## config.mk

```make
export PLATFORM = sky130hd
export DESIGN_NAME = ps2_atom_keyboard
export DESIGN_NICKNAME = d
export VERILOG_FILES = /design/src/rtl/ps2_atom_keyboard.sv
export SDC_FILE = /design/constraint.sdc
export NUM_CORES = 1
export LEC_CHECK = 0
export ABC_AREA = 1
export BUFFER_PORTS_ARGS = -buffer_cell sky130_fd_sc_hd__buf_4
export CORE_ASPECT_RATIO = 0.5
export CORE_UTILIZATION = 60
export DETAILED_ROUTE_END_ITERATION = 12
export PLACE_DENSITY = 0.74
export SLEW_MARGIN = 40
export SYNTH_ARGS = -nofsm -noshare
export SYNTH_HDL_FRONTEND = slang
export SYNTH_SLANG_ARGS = --single-unit
```

## constraint.sdc

```tcl
create_clock -name clk -period 4.5 [get_ports clk]
set_input_delay 0.45 -clock clk [delete_from_list [all_inputs] [get_ports clk]]
set_output_delay 0.45 -clock clk [all_outputs]
set_load 0.05 [all_outputs]
```

## src/rtl/ps2_atom_keyboard.sv

```systemverilog
// PS/2 set-2 keyboard receiver and decoder that maintains the Acorn Atom 10x6 key matrix
// plus SHIFT/CTRL/REPT flags, as read back by the PIO. F12 held raises the BREAK reset request.
module ps2_atom_keyboard #(
    parameter int TIMEOUT_CYCLES = 25000
) (
    input  logic       clk,
    input  logic       reset,
    input  logic       ps2_clk,
    input  logic       ps2_data,
    input  logic [3:0] key_row,
    output logic [8:0] kbd_in,
    output logic       brk_req,
    output logic       frame_err
);
    localparam int IW = $clog2(TIMEOUT_CYCLES + 1);

    typedef enum logic [1:0] {S_IDLE, S_BRK, S_EXT, S_EXTBRK} dec_state_e;

    logic [2:0]      ps2c_q, ps2c_d;
    logic [1:0]      ps2d_q, ps2d_d;
    logic [3:0]      bit_cnt_q, bit_cnt_d;
    logic [9:0]      sr_q, sr_d;
    logic [IW-1:0]   idle_cnt_q, idle_cnt_d;
    logic            byte_valid_q, byte_valid_d;
    logic [7:0]      byte_q, byte_d;
    logic            frame_err_q, frame_err_d;
    dec_state_e      state_q, state_d;
    logic [9:0][5:0] matrix_q, matrix_d;
    logic            shift_q, shift_d, ctrl_q, ctrl_d, rept_q, rept_d, brk_q, brk_d;
    logic [8:0]      kbd_in_q, kbd_in_d;

    logic            fall;
    logic            key_en, key_make;
    logic [7:0]      km;
    logic [5:0]      col_n;

    // Result is {hit, row[3:0], col[2:0]}; letters/digits not in the map are simply ignored.
    function automatic logic [7:0] keymap(input logic [7:0] code);
        logic [7:0] r;
        r = 8'h00;
        case (code)
            8'h76: r = {1'b1, 4'd0, 3'd5};  8'h21: r = {1'b1, 4'd1, 3'd5};
            8'h32: r = {1'b1, 4'd2, 3'd5};  8'h1C: r = {1'b1, 4'd3, 3'd5};
            8'h23: r = {1'b1, 4'd4, 3'd5};  8'h24: r = {1'b1, 4'd5, 3'd5};
            8'h2B: r = {1'b1, 4'd6, 3'd5};  8'h34: r = {1'b1, 4'd7, 3'd5};
            8'h33: r = {1'b1, 4'd8, 3'd5};  8'h43: r = {1'b1, 4'd9, 3'd5};
            8'h3B: r = {1'b1, 4'd0, 3'd3};  8'h42: r = {1'b1, 4'd1, 3'd3};
            8'h4B: r = {1'b1, 4'd2, 3'd3};  8'h3A: r = {1'b1, 4'd3, 3'd3};
            8'h31: r = {1'b1, 4'd4, 3'd3};  8'h4A: r = {1'b1, 4'd5, 3'd3};
            8'h44: r = {1'b1, 4'd6, 3'd3};  8'h4D: r = {1'b1, 4'd7, 3'd3};
            8'h15: r = {1'b1, 4'd8, 3'd3};  8'h2D: r = {1'b1, 4'd9, 3'd3};
            8'h1B: r = {1'b1, 4'd0, 3'd2};  8'h2C: r = {1'b1, 4'd1, 3'd2};
            8'h3C: r = {1'b1, 4'd2, 3'd2};  8'h2A: r = {1'b1, 4'd3, 3'd2};
            8'h1D: r = {1'b1, 4'd4, 3'd2};  8'h22: r = {1'b1, 4'd5, 3'd2};
            8'h35: r = {1'b1, 4'd6, 3'd2};  8'h1A: r = {1'b1, 4'd7, 3'd2};
            8'h1E: r = {1'b1, 4'd0, 3'd4};  8'h26: r = {1'b1, 4'd1, 3'd4};
            8'h25: r = {1'b1, 4'd2, 3'd4};  8'h2E: r = {1'b1, 4'd3, 3'd4};
            8'h36: r = {1'b1, 4'd4, 3'd4};  8'h3D: r = {1'b1, 4'd5, 3'd4};
            8'h3E: r = {1'b1, 4'd6, 3'd4};  8'h46: r = {1'b1, 4'd7, 3'd4};
            8'h16: r = {1'b1, 4'd8, 3'd4};  8'h45: r = {1'b1, 4'd9, 3'd4};
            8'h66: r = {1'b1, 4'd4, 3'd1};  8'h5A: r = {1'b1, 4'd6, 3'd1};
            8'h29: r = {1'b1, 4'd9, 3'd0};
            default: r = 8'h00;
        endcase
        return r;
    endfunction

    always_comb begin
        ps2c_d       = {ps2c_q[1:0], ps2_clk};
        ps2d_d       = {ps2d_q[0], ps2_data};
        fall         = ps2c_q[2] & ~ps2c_q[1];
        bit_cnt_d    = bit_cnt_q;
        sr_d         = sr_q;
        idle_cnt_d   = idle_cnt_q;
        byte_valid_d = 1'b0;
        byte_d       = byte_q;
        frame_err_d  = 1'b0;

        // sr_q[0]=start, sr_q[8:1]=data, sr_q[9]=parity once ten bits are in; stop is the live sample.
        if (fall) begin
            idle_cnt_d = '0;
            if (bit_cnt_q == 4'd10) begin
                bit_cnt_d = 4'd0;
                if (!sr_q[0] && (^sr_q[9:1]) && ps2d_q[1]) begin
                    byte_valid_d = 1'b1;
                    byte_d       = sr_q[8:1];
                end else begin
                    frame_err_d = 1'b1;
                end
            end else begin
                sr_d      = {ps2d_q[1], sr_q[9:1]};
                bit_cnt_d = bit_cnt_q + 4'd1;
            end
        end else if (idle_cnt_q == IW'(TIMEOUT_CYCLES)) begin
            bit_cnt_d = 4'd0;
        end else begin
            idle_cnt_d = idle_cnt_q + 1'b1;
        end

        state_d  = state_q;
        key_en   = 1'b0;
        key_make = 1'b1;
        if (byte_valid_q) begin
            case (state_q)
                S_IDLE: begin
                    if (byte_q == 8'hF0)      state_d = S_BRK;
                    else if (byte_q == 8'hE0) state_d = S_EXT;
                    else if (byte_q != 8'hE1) key_en = 1'b1;
                end
                S_BRK: begin
                    key_en   = 1'b1;
                    key_make = 1'b0;
                    state_d  = S_IDLE;
                end
                S_EXT: begin
                    if (byte_q == 8'hF0) begin
                        state_d = S_EXTBRK;
                    end else begin
                        key_en  = (byte_q == 8'h14);
                        state_d = S_IDLE;
                    end
                end
                default: begin
                    key_en   = (byte_q == 8'h14);
                    key_make = 1'b0;
                    state_d  = S_IDLE;
                end
            endcase
        end

        km       = keymap(byte_q);
        matrix_d = matrix_q;
        shift_d  = shift_q;
        ctrl_d   = ctrl_q;
        rept_d   = rept_q;
        brk_d    = brk_q;
        if (key_en) begin
            case (byte_q)
                8'h12, 8'h59: shift_d = key_make;
                8'h14:        ctrl_d  = key_make;
                8'h11:        rept_d  = key_make;
                8'h07:        brk_d   = key_make;
                default: if (km[7]) matrix_d[km[6:3]][km[2:0]] = key_make;
            endcase
        end

        // Rows 10..15 select nothing, so their columns read as released.
        col_n = 6'h3F;
        for (int r = 0; r < 10; r++) begin
            if (key_row == 4'(r)) col_n = ~matrix_d[r];
        end
        kbd_in_d = {~rept_d, ~shift_d, ~ctrl_d, col_n};
    end

    always_ff @(posedge clk) begin
        if (reset) begin
            ps2c_q       <= 3'b111;
            ps2d_q       <= 2'b11;
            bit_cnt_q    <= 4'd0;
            sr_q         <= '0;
            idle_cnt_q   <= '0;
            byte_valid_q <= 1'b0;
            byte_q       <= 8'h00;
            frame_err_q  <= 1'b0;
            state_q      <= S_IDLE;
            matrix_q     <= '0;
            shift_q      <= 1'b0;
            ctrl_q       <= 1'b0;
            rept_q       <= 1'b0;
            brk_q        <= 1'b0;
            kbd_in_q     <= 9'h1FF;
        end else begin
            ps2c_q       <= ps2c_d;
            ps2d_q       <= ps2d_d;
            bit_cnt_q    <= bit_cnt_d;
            sr_q         <= sr_d;
            idle_cnt_q   <= idle_cnt_d;
            byte_valid_q <= byte_valid_d;
            byte_q       <= byte_d;
            frame_err_q  <= frame_err_d;
            state_q      <= state_d;
            matrix_q     <= matrix_d;
            shift_q      <= shift_d;
            ctrl_q       <= ctrl_d;
            rept_q       <= rept_d;
            brk_q        <= brk_d;
            kbd_in_q     <= kbd_in_d;
        end
    end

    assign kbd_in    = kbd_in_q;
    assign brk_req   = brk_q;
    assign frame_err = frame_err_q;
endmodule
```

==> results.py, run 1 <==
metrics = {
    "sta": {
        "finalHoldViolCount": 0,
        "max_freq_mhz": 309,
        "maxSlewHeadroom": 0.518,
        "drv_slew": 0,
        "clock_skew_ns": 0.00750,
        "fin_crit_ns": 3.23,
        "finalSetupTns_ns": 0,
        "worstMarginPinSlew_ns": 0.722,
        "setup-violations-final": 0,
        "rsz0062_at_grt": "false",
        "holdWs_ns": 0.212,
        "period_share": 0.718,
    },
    "routing": {
        "drtAntennaViolNets": 0,
        "dr.pass1.iters": 6,
        "post-route-drc-count": 0,
        "vias": 7365,
        "drt-vias-per-instance": 5.55,
        "routed_wl_um": 18800,
        "wire_per_inst_um": 14.2,
        "drt_iter0_markers": 772,
    },
    "power": {
        "ir_drop_v": 0.000203,
        "p_per_area_nw_per_um2": 324,
        "power.share.clock": 0.526,
        "p_int_mw": 2.01,
        "power.share.sequential": 0.435,
        "switchingPower_mw": 0.620,
        "switching_share": 0.236,
        "leakage_nw": 3.28,
        "comb_power_share": 0.039,
    },
    "floorplanning": {
        "coreArea_um2": 11900,
        "ioPinCount": 19,
        "die_y_um": 80.3,
        "initial_core_util": 0.619,
        "rows": 28,
        "design.die.area_um2": 12700,
        "die_w_um": 159,
    },
    "setup_path": {
        "path_cells": "inv_2 -> nand2_1 -> nor2_2 -> nand4_1 -> nand3_1 -> nor2_2 -> inv_2 -> nor2_1 -> nand2_1 -> o21ai_0 -> nor2_1 -> nor2_1 -> nand4_1 -> nand2_1 -> nand2_1 -> nand2_1",
        "timing.critical_path.slowest_cell_delay_ns": 0.54,
        "critPathRequiredTime_ns": 4.86,
        "end_kind": "register",
        "crit_path_start_kind": "register",
        "crit_arrival_ns": 3.60,
        "crit_type": "reg -> reg",
        "path_common_cell": "nand2_1",
        "path_max_fanout": 27,
        "crit_slowest_cell": "nor2_2",
    },
    "finish": {
        "final_common_cell": "nand2_1",
        "multi_input_area_um2": 4080,
        "fin_nets": 1169,
        "regArea_um2": 2540,
        "fillCellCount": 1087,
        "drive_gt1_frac": 0.101,
        "antenna_cells": 0,
        "syn_to_final_growth_pct": 10.3,
        "final_cell_mix": "276 x nand2_1, 185 x nor2_1, 132 x inv_1",
    },
    "clock_network": {
        "cts_hold_buf": 0,
        "ctsResizeCount": 0,
        "clk_pin_slew_worst_paths_ns": 0.06,
        "clockBufferDepth": 2,
        "root_buffer": "clkbuf_16",
        "numCtsBuffers": 17,
        "insertion_delay_ns": 0.42,
        "postCtsSetupBuffers": 0,
        "cts_htree_levels": 4,
        "cts_tree": "built",
        "numClockSinks": 127,
    },
    "worst_hold_path": {
        "hold_path.class": "in -> reg",
    },
    "logic_synthesis": {
        "yosysWarnings": 0,
        "synth-async-reset-ratio": 0,
        "syn_area_per_cell_um2": 6.41,
        "synth_flop_cell": "dfxtp_1",
        "syn_area_um2": 7360,
        "synthDistinctLibCells": 46,
        "synth-seq-area-share": 0.346,
        "syn_nets": 1166,
        "syn_inst": 1148,
        "synth-seq-cells": 127,
        "synth_edf_count": 0,
    },
    "global_routing": {
        "grt_usage": 0.306,
        "grt_pass1_vias": 6409,
        "grt_max_degree": 80,
        "grt_overflow": 0,
        "grt_pass1_wl_um": 30500,
        "antenna_found_initial": 0,
    },
    "outcome": {
        "outcome": "completed",
    },
    "placement": {
        "io_buffer_count": 18,
        "post-dp-hpwl_um": 13000,
        "place_congestion": 0.931,
    },
    "job": {
        "cap_violations": 0,
    },
}
[synthesized netlist by cell type (7+ instances only)]
| library cell | number | area, um2 |
|---|---|---|
| nand2_1 | 276 | 1040 |
| nor3_1 | 36 | 180 |
| inv_1 | 132 | 495 |
| inv_2 | 10 | 37.5 |
| o21ai_1 | 7 | 35.0 |
| o21ai_0 | 46 | 230 |
| nor4_1 | 9 | 56.3 |
| or2_2 | 9 | 56.3 |
| ha_1 | 10 | 125 |
| nor2_2 | 11 | 68.8 |
| nor2_1 | 185 | 694 |
| dfxtp_1 | 127 | 2540 |
| a21oi_1 | 44 | 220 |
| clkbuf_1 | 19 | 71.3 |
| nand4_1 | 21 | 131 |
| o21bai_1 | 23 | 173 |
| nand3_1 | 108 | 541 |
[kinds of logic (layout without fill, tap and decap cells)]
group                    Yosys count  after routing  share of synthesized area
XOR/XNOR                           4              4                    0.00476
multiplexers                       2              2                    0.00272
adder cells (fa/ha/maj)           10             10                     0.0170
AO/OA/AOI/OAI                    140            140                      0.112
buffers and inverters            180            195                      0.102
AND/OR/NAND/NOR                  685            685                      0.416
flip-flops                       127            127                      0.346
[worst max-delay path, delay by kind of cell (launching register included)]
kind	cells	cell delay (ns)
compound gates	1	0.26
buf+inv	2	0.50
flops	1	0.44
simple gates	13	1.96
[cell type report]
type	count	share of cell area
clock buffers	19	0.0558
repair buffers	21	0.0199
flip-flops and latches	127	0.313
well taps	165	0.0254
clock inverters	12	0.0167
inverters	143	0.0665
multi-input cells	841	0.502
[per-stage QoR]
stage / worst slack, ns / area (um2) / std cells / power, mW / utilization
6_report: 1.27 / 8110 / 1328 / 2.63 / 0.683
5_1_grt: 0.880 / 8110 / 1328 / 2.70 / 0.683
4_1_cts: 1.32 / 8100 / 1328 / 2.63 / 0.682
3_5_place_dp: 1.33 / 7510 / 1297 / 1.27 / 0.633
3_3_place_gp: 1.36 / 7510 / 1297 / 1.27 / 0.632
2_1_floorplan: 1.90 / 7360 / 1148 / 1.24 / -
[power by group through the flow]
stage | clock network (mW) | logic [mW] | registers [mW]
2_1_floorplan | 0 | 0.0720 | 1.17
3_3_place_gp | 0 | 0.0971 | 1.17
3_5_place_dp | 0 | 0.0993 | 1.17
4_1_cts | 1.39 | 0.100 | 1.14
5_1_grt | 1.44 | 0.113 | 1.15
6_report | 1.38 | 0.102 | 1.14
[per-layer routing]
layer / track usage / share of wire / vias up
met4: 0.0990 / 0.012 / 0
met3: 0.0540 / 0.069 / 24
met1: 0.397 / 0.46 / 3354
met5: 0 / 0 / -
li1: - / - / 3687
met2: 0.515 / 0.46 / 300
[registers in the layout (all words and copies together), names as in the netlist, named ones only]
name / flops
shift_q: 1
ctrl_q: 1
matrix_q: 60
bit_cnt_q: 4
idle_cnt_q: 15
state_q: 2
byte_valid_q: 1
ps2d_q: 2
sr_q: 10
frame_err: 1
kbd_in: 9
ps2c_q: 3
brk_req: 1
rept_q: 1
byte_q: 8
[path summary, 6_finish.rpt]
check	from	to	slack [ns]	cells after the start
worst min register to register	ps2d_q[0]	ps2d_q[1]	0.41	1
worst min-delay path	ps2_clk	ps2c_q[0]	0.21	2
worst max-delay path	byte_q[7]	kbd_in[3]	1.27	16
worst max register to register	byte_q[7]	kbd_in[3]	1.27	16
(Power assumes the default switching activity.)
==> inputs of run 2 (changes only) <==
clock period = 3.2 ns   (was 4.5 ns; I/O delays follow)
==> run 2 against run 1 <==
  * Global-route usage grew 0.79 points
  * Die area is the same
  * Sequential cell count is the same
  * Highest routed layer unchanged
  * Non-clock buffer count grew 10
  * Critical path type unchanged
  * Total power grew 42%
  * Combinational power grew 40%
  * Largest power group unchanged
  * Fmax grew 14%
==> results.py, run 2 (synthesis gave the netlist of run 1 again) <==
metrics = {
    "setup_path": {
        "path_cells": "inv_1 -> nand2_1 -> nand2_1 -> nand2_1 -> nand3b_1 -> nand2_1 -> nand2_2 -> nand2_4 -> nand4_1 -> nand2_1 -> inv_1 -> nor2_1 -> inv_1 -> ha_1 -> inv_1 -> nor2_4 -> nor2_1 -> nor2_2 -> nand2_1 -> nand2_1 -> nand2_1 -> nand2_1 -> nand2_1 -> nand2_1",
        "crit_buf_inv": 4,
        "crit_type": "reg -> reg",
        "worstReg2RegStart": "sr_q[4]",
        "critPathRequiredTime_ns": 3.57,
        "crit_slowest_cell": "dfxtp_1",
        "crit_arrival_ns": 3.19,
        "path_max_fanout": 7,
        "reg2reg_depth": 24,
        "timing.critical_path.slowest_cell_delay_ns": 0.36,
        "path_common_cell": "nand2_1",
        "cp_top_family": "simple AND/OR/NAND/NOR gates",
        "crit_path_start_kind": "register",
        "end_kind": "register",
        "regToRegSetupSlack_ns": 0.38,
    },
    "routing": {
        "routed_wl_um": 19300,
        "vias": 7484,
        "dr.pass1.iters": 6,
        "post-route-drc-count": 0,
        "drtAntennaViolNets": 0,
        "drt-vias-per-instance": 5.59,
        "drt_iter0_markers": 822,
        "wire_per_inst_um": 14.4,
    },
    "placement": {
        "io_buffer_count": 18,
        "place_congestion": 0.944,
        "post-dp-hpwl_um": 13600,
    },
    "outcome": {
        "outcome": "completed",
    },
    "floorplanning": {
        "die_w_um": 159,
        "ioPinCount": 19,
        "die_y_um": 80.3,
        "design.die.area_um2": 12700,
        "initial_core_util": 0.619,
        "coreArea_um2": 11900,
        "rows": 28,
    },
    "finish": {
        "finish.utilization": 0.689,
        "final_cell_mix": "276 x nand2_1, 185 x nor2_1, 132 x inv_1",
        "fillCellCount": 1061,
        "antenna_cells": 0,
        "drive_gt1_frac": 0.107,
        "largestRegisters": "matrix_q (60), idle_cnt_q (15), sr_q (10)",
        "fin_nets": 1179,
        "final_common_cell": "nand2_1",
        "largest_reg_flops": 60,
        "syn_to_final_growth_pct": 11.2,
        "top_register": "matrix_q",
    },
    "clock_network": {
        "clockBufferDepth": 2,
        "insertion_delay_ns": 0.43,
        "cts_htree_levels": 4,
        "root_buffer": "clkbuf_16",
        "cts_hold_buf": 0,
        "numClockSinks": 127,
        "clk_pin_slew_worst_paths_ns": 0.06,
        "ctsResizeCount": 0,
        "cts_tree": "built",
        "postCtsSetupBuffers": 0,
        "numCtsBuffers": 17,
    },
    "global_routing": {
        "grt_max_degree": 79,
        "grt_overflow": 0,
        "grt_pass1_wl_um": 31100,
        "grt_usage": 0.314,
        "antenna_found_initial": 0,
        "grt_pass1_vias": 6450,
    },
    "sta": {
        "drv_slew": 0,
        "period_share": 0.882,
        "fin_crit_ns": 2.82,
        "clock_skew_ns": 0.0116,
        "maxSlewHeadroom": 0.404,
        "rsz0062_at_grt": "false",
        "setup-violations-final": 0,
        "finalHoldViolCount": 0,
        "worstMarginPinSlew_ns": 0.887,
        "max_freq_mhz": 354,
        "finalSetupTns_ns": 0,
    },
    "power": {
        "power.share.sequential": 0.431,
        "ir_drop_v": 0.000336,
        "power.share.clock": 0.531,
        "comb_power_share": 0.038,
        "p_per_area_nw_per_um2": 457,
        "leakage_nw": 3.33,
        "switchingPower_mw": 0.879,
        "p_int_mw": 2.86,
        "switching_share": 0.235,
    },
    "worst_hold_path": {
        "hold_path.class": "in -> reg",
        "whs_endpoint": "ps2d_q[0]",
        "hold_start": "ps2_data",
        "hold_depth": 2,
    },
    "job": {
        "cap_violations": 0,
    },
}
-- run 2: worst max path at each step --
stage | from | endpoint | slack [ns] | cells after the start
finish | sr_q[4] | register | 0.38 | 24
global placement | sr_q[5] | register | 0.54 | 24
global route | sr_q[6] | register | 0.02 | 24
floorplan | sr_q[7] | register | 0.60 | 25
detailed placement | sr_q[4] | register | 0.43 | 24
CTS | sr_q[4] | register | 0.38 | 24
-- run 2: power groups by stage --
stage	logic (mW)	registers, mW	clock network [mW]
floorplan	0.101	1.65	0
global placement	0.139	1.64	0
detailed placement	0.141	1.64	0
CTS	0.141	1.61	1.99
global route	0.159	1.61	2.06
finish	0.143	1.61	1.98
-- run 2: layer usage --
metal | global-route usage | share of wire
met1 | 0.412 | 0.45
met2 | 0.519 | 0.46
met3 | 0.0604 | 0.071
met4 | 0.0990 | 0.018
met5 | 0 | 0
-- run 2: metrics by stage --
| step | hold WS [ns] | instances | power [mW] | setup WS (ns) | instance area, um2 |
|---|---|---|---|---|---|
| after floorplan | 0.389 | 1148 | 1.75 | 0.597 | 7360 |
| after global placement | 0.392 | 1307 | 1.78 | 0.545 | 7580 |
| after detailed placement | 0.399 | 1307 | 1.79 | 0.430 | 7580 |
| after CTS | 0.0736 | 1338 | 3.74 | 0.381 | 8180 |
| after global routing | 0.0692 | 1338 | 3.83 | 0.0218 | 8180 |
| final | 0.0687 | 1338 | 3.74 | 0.377 | 8180 |
-- run 2: worst reg2reg max path, cell delays in order, from the launching register on --
cell and delay (ns):
dfxtp_1 0.36, inv_1 0.10, nand2_1 0.07, nand2_1 0.07, nand2_1 0.07, nand3b_1 0.12
nand2_1 0.10, nand2_2 0.06, nand2_4 0.10, nand4_1 0.09, nand2_1 0.13, inv_1 0.08
nor2_1 0.22, inv_1 0.12, ha_1 0.32, inv_1 0.07, nor2_4 0.16, nor2_1 0.07
nor2_2 0.10, nand2_1 0.07, nand2_1 0.07, nand2_1 0.04, nand2_1 0.07, nand2_1 0.05
nand2_1 0.06
-- run 2: area by class of cell --
class	count	area [um2]	area share
clock inverter	14	168	0.0205
multi-input combinational	841	4070	0.497
inverter	143	537	0.0656
timing repair buffer	31	236	0.0289
sequential	127	2540	0.311
tap	165	206	0.0252
clock buffer	17	425	0.0520
==> inputs of run 3 (changes only) <==
CORE_UTILIZATION = 40   (was 60)
PLACE_DENSITY = 0.52   (was 0.74)
TNS_END_PERCENT = 1   (was default)
==> run 3 against run 2 <==
  * Core utilization down 22 points
  * Clock power about the same
  * Critical path depth down 3
  * Final area up 1.3%
  * Critical path type unchanged
  * Largest cell class unchanged
==> results.py, run 3 (synthesis gave the netlist of run 1 again) <==
metrics = {
    "outcome": {
        "outcome": "completed",
    },
    "finish": {
        "syn_to_final_growth_pct": 12.7,
        "finish.utilization": 0.468,
        "largestRegisters": "matrix_q (60), idle_cnt_q (15), sr_q (10)",
        "final_common_cell": "nand2_1",
        "multi_input_area_um2": 4070,
        "drive_gt1_frac": 0.111,
        "largest_reg_flops": 60,
        "top_register": "matrix_q",
        "antenna_cells": 0,
        "fillCellCount": 1841,
        "final_cell_mix": "276 x nand2_1, 184 x nor2_1, 132 x inv_1",
        "fin_nets": 1181,
        "regArea_um2": 2540,
    },
    "clock_network": {
        "numClockSinks": 127,
        "postCtsSetupBuffers": 0,
        "insertion_delay_ns": 0.42,
        "clockBufferDepth": 2,
        "cts_tree": "built",
        "cts_htree_levels": 4,
        "clk_pin_slew_worst_paths_ns": 0.06,
        "root_buffer": "clkbuf_16",
        "numCtsBuffers": 17,
        "cts_hold_buf": 0,
    },
    "routing": {
        "dr.pass1.iters": 7,
        "drtAntennaViolNets": 0,
        "routed_wl_um": 20100,
        "drt_iter0_markers": 436,
        "drt-vias-per-instance": 5.08,
        "vias": 7159,
        "post-route-drc-count": 0,
        "wire_per_inst_um": 14.3,
    },
    "global_routing": {
        "grt_pass1_vias": 6740,
        "grt_usage": 0.221,
        "grt_pass1_wl_um": 33700,
        "met3_usage": 0.0449,
        "gr-usage-met1": 0.296,
        "grt_max_degree": 74,
        "grtUsageMet2": 0.355,
        "antenna_found_initial": 0,
        "grt_overflow": 0,
        "top_usage_layer": "met2",
    },
    "sta": {
        "clock_skew_ns": 0.00848,
        "fin_crit_ns": 2.82,
        "rsz0062_at_grt": "false",
        "max_freq_mhz": 354,
        "maxSlewHeadroom": 0.440,
        "holdWs_ns": 0.0808,
        "drv_slew": 0,
        "finalSetupTns_ns": 0,
        "finalHoldViolCount": 0,
        "period_share": 0.882,
        "setup-violations-final": 0,
        "worstMarginPinSlew_ns": 0.833,
    },
    "setup_path": {
        "critPathLaunch": "sr_q[7]",
        "crit_type": "reg -> reg",
        "crit_slowest_cell": "dfxtp_1",
        "worstReg2RegStart": "sr_q[7]",
        "cp_top_family": "simple AND/OR/NAND/NOR gates",
        "path_cells": "xor2_1 -> nand2_1 -> nand2_1 -> nand3_2 -> nand2_4 -> nand4_1 -> nand2_1 -> inv_1 -> nor2_1 -> inv_1 -> ha_1 -> inv_1 -> nor2_4 -> nor2_1 -> nor2_2 -> nand2_1 -> nand2_1 -> nand2_1 -> nand2_1 -> nand2_1 -> nand2_1",
        "critPathRequiredTime_ns": 3.57,
        "path_max_fanout": 7,
        "crit_path_start_kind": "register",
        "end_kind": "register",
        "path_common_cell": "nand2_1",
        "crit_buf_inv": 3,
        "crit_arrival_ns": 3.19,
        "timing.critical_path.slowest_cell_delay_ns": 0.52,
        "regToRegSetupSlack_ns": 0.38,
        "reg2reg_depth": 21,
    },
    "floorplanning": {
        "die_y_um": 97.9,
        "initial_core_util": 0.416,
        "design.die.area_um2": 19000,
        "rows": 34,
        "coreArea_um2": 17700,
        "die_w_um": 194,
        "ioPinCount": 19,
    },
    "power": {
        "p_per_area_nw_per_um2": 447,
        "power_mw": 3.71,
        "leakage_nw": 3.34,
        "ir_drop_v": 0.000352,
    },
    "placement": {
        "place_congestion": 0.862,
        "post-dp-hpwl_um": 14300,
        "io_buffer_count": 18,
    },
    "worst_hold_path": {
        "hold_start": "ps2_clk",
        "hold_path.class": "in -> reg",
        "whs_endpoint": "ps2c_q[0]",
        "hold_depth": 2,
    },
    "job": {
        "cap_violations": 0,
    },
}
[run 3: per-stage QoR]
stage          worst slack [ns]  instances  instance area [um2]
2_1_floorplan             0.597       1148                 7360
3_3_place_gp              0.421       1378                 7700
3_5_place_dp              0.309       1378                 7700
4_1_cts                   0.273       1410                 8290
5_1_grt                  0.0232       1410                 8290
6_report                  0.377       1410                 8290
[run 3: worst max-delay path by stage]
stage,slack [ns],endpoint,cells past startpoint
6_report,0.38,register,21
5_1_grt,0.02,register,24
4_1_cts,0.27,register,20
3_5_place_dp,0.31,register,20
3_3_place_gp,0.42,register,20
2_1_floorplan,0.60,register,25
[run 3: per-layer routing]
layer | part of all wire | up-vias | wire length (um)
met5 | 0 | - | 0
met4 | 0.017 | 0 | 340
met2 | 0.43 | 168 | 8710
li1 | - | 3721 | -
met3 | 0.052 | 30 | 1050
met1 | 0.50 | 3240 | 10000
[run 3: where the power goes]
part	switching (mW)	leakage [nW]	total [mW]	internal [mW]
Sequential	0.0143	1.03	1.61	1.60
Clock	0.800	0.280	1.95	1.15
Combinational	0.102	2.03	0.143	0.0419
[run 3: cell type report]
class,instances,share of cell area
clock buffers,17,0.0513
inverters,143,0.0647
repair buffers,33,0.0314
well taps,234,0.0353
clock inverters,15,0.0192
multi-input cells,841,0.491
flip-flops and latches,127,0.307
[run 3: repair_timing]
| item | in CTS | in global routing |
|---|---|---|
| resized for setup | 0 | 1 |
| hold endpoints to repair | 0 | 0 |
| endpoints found under the setup margin | 0 | 2 |
